## config.mk

```make
export PLATFORM = sky130hd
export DESIGN_NAME = instr_fetch_unit
export DESIGN_NICKNAME = d
export VERILOG_FILES = /design/src/rtl/mips_pkg.sv /design/src/rtl/fetch_queue.sv /design/src/rtl/instr_fetch_unit.sv
export SDC_FILE = /design/constraint.sdc
export NUM_CORES = 1
export LEC_CHECK = 0
export ABC_AREA = 1
export BUFFER_PORTS_ARGS = -buffer_cell sky130_fd_sc_hd__clkbuf_2
export CAP_MARGIN = 5
export CORE_ASPECT_RATIO = 1.75
export CORE_MARGIN = 10
export CORE_UTILIZATION = 56
export DETAILED_ROUTE_END_ITERATION = 10
export GPL_ROUTABILITY_DRIVEN = 0
export HOLD_SLACK_MARGIN = 0.06
export PLACE_DENSITY = 0.81
export SLEW_MARGIN = 10
export SYNTH_ARGS = -nofsm -noshare
export SYNTH_HDL_FRONTEND = slang
export SYNTH_HIERARCHICAL = 1
export SYNTH_SLANG_ARGS = --single-unit
```

## constraint.sdc

```tcl
create_clock -name clk -period 2.55 [get_ports clk]
set_input_delay 0.1275 -clock clk [delete_from_list [all_inputs] [get_ports clk]]
set_output_delay 0.1275 -clock clk [all_outputs]
set_load 0.02 [all_outputs]
```

## src/rtl/mips_pkg.sv

```systemverilog
// mips_pkg
// Shared definitions for the MIPS front end.
//   ADDR_W / INSTR_W : address and instruction widths
//   PC_STEP          : byte increment between sequential instruction words
//   fetch_state_t    : fetch FSM states
//   align_pc()       : forces a byte address onto a word boundary
package mips_pkg;

  localparam int ADDR_W  = 32;
  localparam int INSTR_W = 32;

  localparam logic [ADDR_W-1:0] PC_STEP = 32'd4;

  typedef enum logic [1:0] {
    IDLE  = 2'd0,
    FETCH = 2'd1,
    FLUSH = 2'd2
  } fetch_state_t;

  // Redirect targets may carry stray low bits; instruction words are 4-byte aligned.
  function automatic logic [ADDR_W-1:0] align_pc(input logic [ADDR_W-1:0] pc);
    return pc & ~(ADDR_W'(3));
  endfunction

endpackage

```

## src/rtl/fetch_queue.sv

```systemverilog
// fetch_queue
// In-order instruction buffer between the imem response port and decode.
// Entries are kept in registers so the head is visible the cycle after a push.
//   clk        : clock, rising edge
//   rst_n      : asynchronous active-low reset (entries read back as zero)
//   clear      : drop all entries; wins over push and pop
//   push       : write push_data at the tail (ignored when full)
//   push_data  : instruction word to store
//   pop        : retire the head entry (ignored when empty)
//   head       : entry at the head of the queue
//   count      : number of valid entries, 0..DEPTH
module fetch_queue
  import mips_pkg::*;
#(
  parameter int DEPTH = 2,
  parameter int W     = INSTR_W
) (
  input  logic                       clk,
  input  logic                       rst_n,
  input  logic                       clear,
  input  logic                       push,
  input  logic [W-1:0]               push_data,
  input  logic                       pop,
  output logic [W-1:0]               head,
  output logic [$clog2(DEPTH):0]     count
);

  localparam int AW = $clog2(DEPTH);
  localparam int CW = AW + 1;

  logic [AW-1:0] wr_ptr_reg;
  logic [AW-1:0] rd_ptr_reg;
  logic [CW-1:0] count_reg;
  logic          full;
  logic          empty;
  logic          do_push;
  logic          do_pop;
  logic [W-1:0]  slot_q [DEPTH];

  assign full    = (count_reg == CW'(DEPTH));
  assign empty   = (count_reg == '0);
  assign do_push = push && !clear && !full;
  assign do_pop  = pop  && !clear && !empty;

  always_ff @(posedge clk or negedge rst_n) begin
    if (!rst_n) begin
      wr_ptr_reg <= '0;
      rd_ptr_reg <= '0;
      count_reg  <= '0;
    end else if (clear) begin
      wr_ptr_reg <= '0;
      rd_ptr_reg <= '0;
      count_reg  <= '0;
    end else begin
      if (do_push) wr_ptr_reg <= wr_ptr_reg + AW'(1);
      if (do_pop)  rd_ptr_reg <= rd_ptr_reg + AW'(1);
      count_reg <= count_reg + CW'(do_push) - CW'(do_pop);
    end
  end

  // One register per slot; only the slot under the write pointer loads.
  genvar gi;
  generate
    for (gi = 0; gi < DEPTH; gi++) begin : g_slot
      logic [W-1:0] data_reg;

      always_ff @(posedge clk or negedge rst_n) begin
        if (!rst_n) begin
          data_reg <= '0;
        end else if (do_push && (wr_ptr_reg == AW'(gi))) begin
          data_reg <= push_data;
        end
      end

      assign slot_q[gi] = data_reg;
    end
  endgenerate

  assign head  = slot_q[rd_ptr_reg];
  assign count = count_reg;

endmodule

```

## src/rtl/instr_fetch_unit.sv

```systemverilog
// instr_fetch_unit
// MIPS fetch stage: owns the PC, issues word fetches to instruction memory,
// buffers returned words in order and hands {instr, pc+4} to decode.
// Taken branches/jumps redirect the PC and flush queued and in-flight fetches.
//   clk             : clock, rising edge
//   rst_n           : asynchronous active-low reset
//   imem_req_valid  : fetch request valid
//   imem_req_ready  : imem accepts the request
//   imem_req_addr   : word-aligned fetch address
//   imem_rsp_valid  : response valid (in order, no backpressure)
//   imem_rsp_data   : fetched instruction word
//   redirect_valid  : taken branch/jump, single-cycle pulse
//   redirect_pc     : redirect target (low two bits ignored)
//   id_valid        : instruction available to decode
//   id_ready        : decode accepts
//   id_instr        : instruction at the queue head
//   id_pc_plus4     : address of the head instruction + 4
module instr_fetch_unit
  import mips_pkg::*;
#(
  parameter logic [31:0] RESET_PC = 32'h0000_0000,
  parameter int          DEPTH    = 2
) (
  input  logic        clk,
  input  logic        rst_n,
  output logic        imem_req_valid,
  input  logic        imem_req_ready,
  output logic [31:0] imem_req_addr,
  input  logic        imem_rsp_valid,
  input  logic [31:0] imem_rsp_data,
  input  logic        redirect_valid,
  input  logic [31:0] redirect_pc,
  output logic        id_valid,
  input  logic        id_ready,
  output logic [31:0] id_instr,
  output logic [31:0] id_pc_plus4
);

  localparam int CW = $clog2(DEPTH) + 1;
  localparam logic [CW:0] DEPTH_LIM = (CW+1)'(DEPTH);

  fetch_state_t      state_reg, state_next;
  logic [ADDR_W-1:0] fetch_pc_reg, fetch_pc_next;
  logic [ADDR_W-1:0] deliv_pc_reg, deliv_pc_next;
  logic [CW-1:0]     outstanding_reg, outstanding_next;
  logic [CW-1:0]     drop_cnt_reg, drop_cnt_next;

  logic [CW-1:0]      q_count;
  logic [INSTR_W-1:0] q_head;
  logic               q_push;
  logic               q_pop;
  logic               q_clear;

  logic [CW:0] credit_used;
  logic        req_fire;
  logic        dec_fire;
  logic        rsp_accept;
  logic        rsp_drop;

  fetch_queue #(
    .DEPTH (DEPTH),
    .W     (INSTR_W)
  ) u_queue (
    .clk       (clk),
    .rst_n     (rst_n),
    .clear     (q_clear),
    .push      (q_push),
    .push_data (imem_rsp_data),
    .pop       (q_pop),
    .head      (q_head),
    .count     (q_count)
  );

  // Credit: every request in flight already owns a queue slot, so the
  // queue can never be asked to take more than DEPTH words.
  assign credit_used    = {1'b0, outstanding_reg} + {1'b0, q_count};
  assign imem_req_valid = (state_reg == FETCH) && (credit_used < DEPTH_LIM) && !redirect_valid;
  assign req_fire       = imem_req_valid && imem_req_ready;

  assign id_valid = (q_count != '0);
  assign dec_fire = id_valid && id_ready;

  // A response nobody is waiting for is a protocol error and is ignored.
  assign rsp_accept = (state_reg == FETCH) && imem_rsp_valid && (outstanding_reg != '0);
  assign rsp_drop   = (state_reg == FLUSH) && imem_rsp_valid && (drop_cnt_reg != '0);

  assign imem_req_addr = fetch_pc_reg;
  assign id_instr      = q_head;
  assign id_pc_plus4   = deliv_pc_reg + PC_STEP;

  always_comb begin
    state_next       = state_reg;
    fetch_pc_next    = fetch_pc_reg;
    deliv_pc_next    = deliv_pc_reg;
    outstanding_next = outstanding_reg;
    drop_cnt_next    = drop_cnt_reg;
    q_push           = 1'b0;
    q_pop            = 1'b0;
    q_clear          = 1'b0;

    if (state_reg == IDLE) begin
      state_next = FETCH;
    end else if (redirect_valid) begin
      // Everything queued or still in flight belongs to the wrong path.
      // In-flight words move from the outstanding count to the drop count.
      q_clear          = 1'b1;
      fetch_pc_next    = align_pc(redirect_pc);
      deliv_pc_next    = align_pc(redirect_pc);
      outstanding_next = '0;
      if (state_reg == FETCH) begin
        drop_cnt_next = outstanding_reg - CW'(rsp_accept);
      end else begin
        drop_cnt_next = drop_cnt_reg - CW'(rsp_drop);
      end
      state_next = (drop_cnt_next != '0) ? FLUSH : FETCH;
    end else if (state_reg == FETCH) begin
      q_push = rsp_accept;
      q_pop  = dec_fire;
      if (req_fire) fetch_pc_next = fetch_pc_reg + PC_STEP;
      if (dec_fire) deliv_pc_next = deliv_pc_reg + PC_STEP;
      outstanding_next = outstanding_reg + CW'(req_fire) - CW'(rsp_accept);
    end else begin
      // FLUSH: swallow stale responses until the last one has arrived.
      if (rsp_drop) drop_cnt_next = drop_cnt_reg - CW'(1);
      if (drop_cnt_next == '0) state_next = FETCH;
    end
  end

  always_ff @(posedge clk or negedge rst_n) begin
    if (!rst_n) begin
      state_reg       <= IDLE;
      fetch_pc_reg    <= RESET_PC;
      deliv_pc_reg    <= RESET_PC;
      outstanding_reg <= '0;
      drop_cnt_reg    <= '0;
    end else begin
      state_reg       <= state_next;
      fetch_pc_reg    <= fetch_pc_next;
      deliv_pc_reg    <= deliv_pc_next;
      outstanding_reg <= outstanding_next;
      drop_cnt_reg    <= drop_cnt_next;
    end
  end

endmodule

```

# ---- Word-level counts from Yosys, hierarchy flattened
# Cells that the tools add are included.
dict set report classes {
  add_sub_neg 12
  n_lt_le_gt_ge 2
  reduce_logical 36
  bitwise_logic 3
  mux 38
  eq_ne 5
}
# operator n
set ops {}
lappend ops {{two-way mux 32 bit} 9}
lappend ops {{adder 32 x 3 -> 32 bit, second input constant} 2}
lappend ops {{two-way mux 2 bit} 17}
lappend ops {{nonzero test 2 bit} 9}
lappend ops {{logical AND 1 bit} 14}
lappend ops {{two-way mux 1 bit} 12}
lappend ops {{subtractor 2 x 1 -> 2 bit} 4}
lappend ops {{logical NOT 2 bit} 3}
lappend ops {{AND reduction 2 bit} 3}
lappend ops {{AND reduction 3 bit} 2}
lappend ops {{adder 2 x 1 -> 2 bit} 2}
lappend ops {{== test 2 bit, second input constant} 2}
lappend ops {{logical NOT 1 bit} 4}
lappend ops {{adder 2 x 2 -> 3 bit} 1}
lappend ops {{< comparator 3 x 2 -> 1 bit, second input constant} 1}
lappend ops {{!= test 3 x 2 -> 1 bit, second input constant} 1}
lappend ops {{nonzero test 3 bit} 1}
lappend ops {{adder 1 bit, second input constant} 2}
lappend ops {{== test 2 x 1 -> 1 bit, second input constant} 1}
lappend ops {{greater-or-equal comparator 2 bit, second input constant} 1}
lappend ops {{!= test 2 bit, second input constant} 1}
lappend ops {{inverter 1 bit} 2}
lappend ops {{inverter 1 -> 2 bit} 1}
lappend ops {{subtractor 2 x 1 -> 2 bit, second input constant} 1}
dict set report word_totals {
  output_inout_bits 98
  regBits 138
  elab_cells 106
}

# ---- Longest topological paths before layout
# Gate-level depths: netlist (run 1).
dict set report logic_depth {
  ltp_word 12
  mapped_depth 16
  depth_no_buf 15
}

# ---- Modules after synthesis
# The synthesis (run 1) kept the hierarchy.
# module seq_area_each_um2 cells_per_inst area_each_um2 instances
set modules_own_cells {}
lappend modules_own_cells {instr_fetch_unit 1651.6 801 4974.8 1}
lappend modules_own_cells {fetch_queue 1701.6 421 3298.2 1}

# ---- Worst setup path after synthesis (run 1)
# No wires, ideal clock.
dict set report synth_path {
  path_kind {register -> register}
  start {register u_queue.count_reg[0] (netlist: u_queue/count[0])}
  end {register outstanding_reg[1]}
  t_arrival_ps 2196
  setup_slack_ps 226
  required_time_ps 2422
  stages_incl_launch_ff 13
  cell_sequence {dfrtp_1 nand2_1 inv_1 fa_1 nor2_1 nand2_1 nor2_1 nand2_1 ha_1 inv_1 ha_1 xor2_1 o22ai_1}
}
dict set report synth_via {
  elab_chain_len 9
}
# item line_no
set synth_lines {}
lappend synth_lines {{start: declaration} fetch_queue.sv:33} ;# logic [CW-1:0] count_reg;
lappend synth_lines {{start signal: assignment} fetch_queue.sv:57} ;# count_reg <= count_reg + CW'(do_push) - CW'(do_pop);
lappend synth_lines {{adder 2 x 2 -> 3 bit} instr_fetch_unit.sv:76} ;# assign credit_used = {1'b0, outstanding_reg} + {1'b0, q_count};
lappend synth_lines {{< comparator 3 x 2 -> 1 bit} instr_fetch_unit.sv:77} ;# assign imem_req_valid = (state_reg == FETCH) && (credit_used < DEPTH_LIM) && !redirect_valid;
lappend synth_lines {{logical AND 1 bit (2 in series)} instr_fetch_unit.sv:77}
lappend synth_lines {{net imem_req_valid} instr_fetch_unit.sv:26} ;# output logic imem_req_valid,
lappend synth_lines {{logical AND 1 bit} instr_fetch_unit.sv:78} ;# assign req_fire = imem_req_valid && imem_req_ready;
lappend synth_lines {{adder 2 x 1 -> 2 bit} instr_fetch_unit.sv:121} ;# outstanding_next = outstanding_reg + CW'(req_fire) - CW'(rsp_accept);
lappend synth_lines {{subtractor 2 x 1 -> 2 bit} instr_fetch_unit.sv:121}
lappend synth_lines {{two-way mux 2 bit} instr_fetch_unit.sv:116} ;# end else if (state_reg == FETCH) begin
lappend synth_lines {{two-way mux 2 bit} instr_fetch_unit.sv:103} ;# end else if (redirect_valid) begin
lappend synth_lines {{end signal: assignment} instr_fetch_unit.sv:140} ;# outstanding_reg <= outstanding_next;
lappend synth_lines {{end: declaration} instr_fetch_unit.sv:45} ;# logic [CW-1:0] outstanding_reg, outstanding_next;
# The timed path passes the listed nets, and every way through them passes these cells. The select of a mux whose other input is x is not followed.
# A chain may end at the register's enable or synchronous reset.

# ---- Worst setup path in the final report (run 1)
dict set report layout_path {
  start {register deliv_pc_reg[2]}
  end {output id_pc_plus4[16]}
}
dict set report layout_via {
  elab_chain_len 1
}
# item line_no
set layout_lines {}
lappend layout_lines {{start: declaration} instr_fetch_unit.sv:44} ;# logic [ADDR_W-1:0] deliv_pc_reg, deliv_pc_next;
lappend layout_lines {{start signal: assignment} instr_fetch_unit.sv:139} ;# deliv_pc_reg <= deliv_pc_next;
lappend layout_lines {{adder 32 x 3 -> 32 bit} instr_fetch_unit.sv:89} ;# assign id_pc_plus4 = deliv_pc_reg + PC_STEP;
lappend layout_lines {{end: declaration} instr_fetch_unit.sv:36} ;# output logic [31:0] id_pc_plus4
# Every way passes these cells.

==> impl_metrics.yaml, run 1 <==
outcome:
  status: "finished, final reports clean"
sta:
  period_share_pct: 93.5
  setup_viol: 0
  drv_slew: 0
  slew_headroom_pct: 55.6
  worst_pin_slew_ns: 0.666
  setup_slack_ns: 0.167
  finalHoldViolCount: 0
  fmax_mhz: 420
  finalSetupTns_ns: 0
  post-route-min-period_ns: 2.38
  rsz0062_at_grt: "false"
  skew_ns: 0.0129
worst_setup_path:
  slowest_stage: "dfrtp_1"
  ff2ff_path_depth: 11
  path_max_fanout: 4
  cp-end-kind: "output pin"
  cp.required_ns: 2.42
  cpPeakStageDelay_ns: 0.40
  arrival_ns: 2.26
  start_kind: "flop"
  cp.depth: 7
  crit_type: "reg -> out"
  critPathBufInv: 1
  path_cells: "ha_1, nand2_1, nor2_2, nand2_1, nor2_2, xor2_1, clkbuf_2"
  cp_top_family: "simple AND/OR/NAND/NOR gates"
logic_synthesis:
  synthMuxAreaShare_pct: 0
  synthAdderAreaFrac_pct: 1.60
  synth_xor_area_share_pct: 1.89
  ys_top_cells_by_area: "dfrtp_1 41%, nand2_1 22%, nor2_1 7.1%"
  async_reset_ff_share_pct: 100
  ys_ff_latch: 134
  syn_area_per_cell_sq_um: 6.77
  ys.flop_type: "dfrtp_1"
  synth_edf_count: 0
  yosys.area_share.simple_pct: 40.5
  netlist_area_sq_um: 8270
  yosysMostFrequentCell: "nand2_1"
  ys_warn_count: 6
  ys_top_cells_by_count: "486 x nand2_1, 157 x nor2_1, 134 x dfrtp_1"
  synth_top_family_by_area: "simple AND/OR/NAND/NOR gates"
  synth_area_leader_cell: "dfrtp_1"
  ys_seq_area_share_pct: 40.5
  synthCells: 1222
  synth_top_area_share_pct: 40.5
  ys_types: 36
  synth_compound_area_share_pct: 6.73
power:
  vdd_drop_max_uv: 563
  power_density_nw_per_um2: 1080
  clock_power_share_pct: 22.7
  p_sw_uw: 5070
  pwr-share-comb_pct: 44.4
  pwr-share-seq_pct: 32.9
  power.internal_uw: 5900
  leakagePower_uw: 0.00561
  p_sw_share_pct: 46.2
global_routing:
  grt_start_max_net_pins: 65
  antenna_found_initial: 0
  grt_pass1_vias: 8790
  grt-ovfl-total: 0
  grt_pass1_wl_mm: 42.9
  grt_usage_pct: 25.6
clocking:
  cts_setup_buffers: 0
  clkLatencyLatePin_ns: 0.42
  cts.sinks: 134
  cts_resized: 0
  cts_buffer_depth: 2
  clk_pin_slew_worst_paths_ns: 0.07
  htree_levels: 4
  cts_tree: "built"
  cts_root_buffer: "clkbuf_16"
  hold_buffers: 47
  cts-buffers-inserted: 17
die:
  initial_core_util_pct: 57.3
  fp.dieH_microns: 181
  coreArea_sq_um: 14400
  ioPinCount: 168
  floorplan.die_area_sq_um: 20200
  die_width_microns: 112
  std_cell_rows: 58
routing:
  post_drt_via_cell_ratio: 5.48
  dr.pass1.iters: 6
  post-route-drc-count: 0
  finalWirelength_mm: 25.9
  drtIter0Drc: 490
  drt-wirelength-per-cell_microns: 16.2
  vias: 8777
  ant_nets: 0
placed_design:
  place_ws_ns: 0.327
  hpwl_mm: 18.1
  dp_cells: 1524
  io_buffer_count: 161
layout:
  final_core_util_pct: 70.6
  syn_to_final_growth_pct: 23.3
  largest_reg_flops: 64
  layout.nets: 1490
  finalNonFillerCells: 1603
  diodes: 0
  layout-drive-gt1-share_pct: 16.8
min_path:
  min_path_cells: 5
  min_path_type: "in -> reg"
job:
  maxCapViolCount: 0
-- metrics by stage --
| step | instance area (sq um) | total power, uW | hold slack [ns] |
|---|---|---|---|
| after CTS | 10200 | 11000 | 0.0780 |
| after global routing | 10200 | 11800 | 0.117 |
| after global placement | 9140 | 8280 | 0.0788 |
| after floorplan | 8280 | 6800 | -0.168 |
| after detailed placement | 9140 | 8420 | 0.0823 |
| final | 10200 | 11000 | 0.0840 |
-- worst register-to-register path, stage by stage, from the launching register on --
cell     delay (ns)
dfrtp_1        0.42
nor2_2         0.20
inv_1          0.11
nor2_1         0.13
inv_1          0.12
nor2_1         0.10
inv_1          0.07
nor2_4         0.09
buf_4          0.22
buf_4          0.45
nand4_1        0.19
nand2_1        0.12
-- power by group through the flow --
stage | Clock [uW] | Sequential [uW] | Combinational [uW]
2_1_floorplan | 0 | 3710 | 3090
3_3_place_gp | 0 | 3590 | 4690
3_5_place_dp | 0 | 3610 | 4810
4_1_cts | 2510 | 3590 | 4890
5_1_grt | 2600 | 3730 | 5460
6_report | 2500 | 3610 | 4870
-- cell families after synthesis --
logic type	after synthesis
AO/OA/AOI/OAI	101
XOR/XNOR	17
adder cells (fa/ha/maj)	10
buffers and inverters	162
flip-flops	134
other	1
AND/OR/NAND/NOR	797
-- placed cells by master (no fill, tap or decap), drive strengths merged, types with 14 or more instances in the layout --
cell type / n
a21oi: 49
a31oi: 14
buf: 18
clkbuf: 179
dfrtp: 134
dlygate4sd3: 47
inv: 106
nand2: 490
nand3: 52
nand4: 67
nor2: 171
o21ai: 27
-- layout make-up --
class,instances,area (sq um)
Clock buffer,19,443
Clock inverter,13,146
Fill cell,1174,4240
Inverter,103,388
Multi-Input combinational cell,929,4210
Sequential cell,134,3350
Tap cell,180,225
Timing Repair Buffer,225,1430
-- routing by layer --
metal | global-route usage (%) | part of all wire, % | wire (microns) | up-vias
met3 | 5.67 | 7.1 | 1850 | 67
li1 | - | - | - | 4247
met1 | 26.5 | 35 | 9030 | 4096
met5 | 0 | 0 | 0 | -
met2 | 46.3 | 54 | 14000 | 367
met4 | 13.5 | 4.1 | 1070 | 0
-- path summary, 6_finish.rpt --
kind,startpoint,endpoint,slack (ns)
min reg2reg,u_queue/g_slot[0].data_reg[7],u_queue/g_slot[0].data_reg[7],0.47
max reg2reg,state_reg[1],u_queue/g_slot[1].data_reg[24],0.27
min,redirect_pc[26],imem_req_addr[26],0.08
min in group asynchronous,rst_n,deliv_pc_reg[4],0.16
max,deliv_pc_reg[2],id_pc_plus4[16],0.17
max in group asynchronous,rst_n,u_queue/g_slot[1].data_reg[22],1.59
No activity file was read; power rests on OpenSTA's default activity.
==> inputs of run 2 (changes only) <==
- PLACE_DENSITY: 0.81 -> 0.82
==> run 2 against run 1 <==
Compared with the run above: flip-flop and latch count stayed put; sequential power hardly changed; first-iteration DRC count is 17% lower; critical path type is now reg -> reg; largest cell class unchanged; largest power group unchanged.
==> impl_metrics.yaml, run 2 (same netlist as run 1, synthesis figures left out) <==
outcome:
  status: "finished, final reports clean"
die:
  ioPinCount: 168
  floorplan.die_area_sq_um: 20200
  initial_core_util_pct: 57.3
  fp.dieH_microns: 181
  std_cell_rows: 58
  coreArea_sq_um: 14400
  die_width_microns: 112
routing:
  post-route-drc-count: 0
  post_drt_via_cell_ratio: 5.48
  finalWirelength_mm: 25.8
  drtIter0Drc: 406
  drt-wirelength-per-cell_microns: 16.1
  dr.pass1.iters: 5
  ant_nets: 0
  vias: 8767
sta:
  slew_headroom_pct: 56.6
  period_share_pct: 89.7
  drv_slew: 0
  fmax_mhz: 437
  worst_pin_slew_ns: 0.649
  finalHoldViolCount: 0
  rsz0062_at_grt: "false"
  finalSetupTns_ns: 0
  setup_viol: 0
  post-route-min-period_ns: 2.29
  skew_ns: 0.0136
  setup_slack_ns: 0.263
power:
  leakagePower_uw: 0.00559
  power_density_nw_per_um2: 1080
  vdd_drop_max_uv: 669
  totalPowerFinal_uw: 11000
clocking:
  cts.sinks: 134
  clk_pin_slew_worst_paths_ns: 0.06
  cts_setup_buffers: 0
  cts_root_buffer: "clkbuf_16"
  cts_buffer_depth: 2
  clkLatencyLatePin_ns: 0.42
  cts-buffers-inserted: 17
  hold_buffers: 45
  cts_resized: 0
  htree_levels: 4
  cts_tree: "built"
layout:
  fillers: 1184
  layout-drive-gt1-share_pct: 16.6
  syn_to_final_growth_pct: 22.7
  finalNonFillerCells: 1599
  seqCellArea_sq_um: 3350
  layout.nets: 1486
  final_common_cell: "nand2_1"
  multiInputGateArea_sq_um: 4210
  layout_common_cells: "485 x nand2_1, 160 x clkbuf_2, 157 x nor2_1"
  largest_reg_flops: 64
worst_setup_path:
  cp_top_family: "simple AND/OR/NAND/NOR gates"
  start_kind: "flop"
  path_max_fanout: 36
  cp-end-kind: "flop"
  crit_type: "reg -> reg"
  startpoint: "u_queue/count[0]"
  cpPeakStageDelay_ns: 0.44
  r2r_start: "u_queue/count[0]"
  cp_common_cell: "nand2_1"
  path_cells: "nand2_1, inv_1, fa_1, nor2_1, nand2_1, o21ai_2, nand2_2, clkinv_2, nand2_1, o21ai_0, inv_1"
  critPathBufInv: 3
  cp.required_ns: 2.85
  cp.depth: 11
  slowest_stage: "fa_1"
  arrival_ns: 2.58
  ff2ff_path_depth: 11
placed_design:
  dp_cells: 1522
  place_ws_ns: 0.299
  hpwl_mm: 18.0
  io_buffer_count: 161
global_routing:
  grt_pass1_vias: 8926
  grt_pass1_wl_mm: 42.6
  grt_usage_pct: 25.3
  grt_start_max_net_pins: 69
  grt-ovfl-total: 0
  antenna_found_initial: 1
job:
  maxCapViolCount: 0
min_path:
  hold_start: "redirect_pc[14]"
  min_path_type: "in -> reg"
  min_path_cells: 3
[run 2: changes by cell type in the layout (fill, tap and decap cells not counted), sizes merged]
cell         delta
buf             -2
clkbuf          +2
clkinv          -2
dlygate4sd3     -2
diode           +1
inv             -1
[run 2: routing by layer]
layer	share of wire, %	wire length [microns]	vias to the layer above	GRT usage, %
met1	36	9180	4010	26.0
li1	-	-	4251	-
met2	53	13600	418	45.2
met3	6.8	1750	88	5.54
met5	0	0	-	0
met4	4.9	1260	0	15.5
[run 2: area by class of cell]
cell class / count / share of cell area [%]
repair buffers: 221 / 13.6
multi-input cells: 929 / 41.5
well taps: 180 / 2.22
clock buffers: 21 / 4.63
clock inverters: 10 / 1.18
flip-flops and latches: 134 / 33.0
inverters: 103 / 3.82
diodes: 1 / 0.0246
[run 2: report_power, final]
group | internal (uW) | switching [uW]
Sequential | 2820 | 790
Combinational | 1600 | 3240
Clock | 1520 | 980
[run 2: metrics by stage]
stage          util (%)  area, sq um  hold slack [ns]
2_1_floorplan         -         8280           -0.168
3_3_place_gp       63.1         9110           0.0844
3_5_place_dp       63.1         9110           0.0847
4_1_cts            70.3        10200           0.0626
5_1_grt            70.3        10200           0.0907
6_report           70.3        10200           0.0754
[run 2: worst reg2reg max path: stages, from the launching register on]
cell and delay, ns:
dfrtp_1 0.41, nand2_1 0.09, inv_1 0.05, fa_1 0.44, nor2_1 0.14, nand2_1 0.10
o21ai_2 0.14, nand2_2 0.07, clkinv_2 0.37, nand2_1 0.13, o21ai_0 0.18, inv_1 0.06
[run 2: worst paths after layout]
kind / endpoint / slack (ns)
min in group asynchronous: deliv_pc_reg[6] / 0.18
max reg2reg: imem_req_addr[16] / 0.26
min: deliv_pc_reg[14] / 0.08
max in group asynchronous: u_queue/g_slot[1].data_reg[19] / 1.50
min reg2reg: u_queue/g_slot[0].data_reg[9] / 0.47
max: imem_req_addr[16] / 0.26
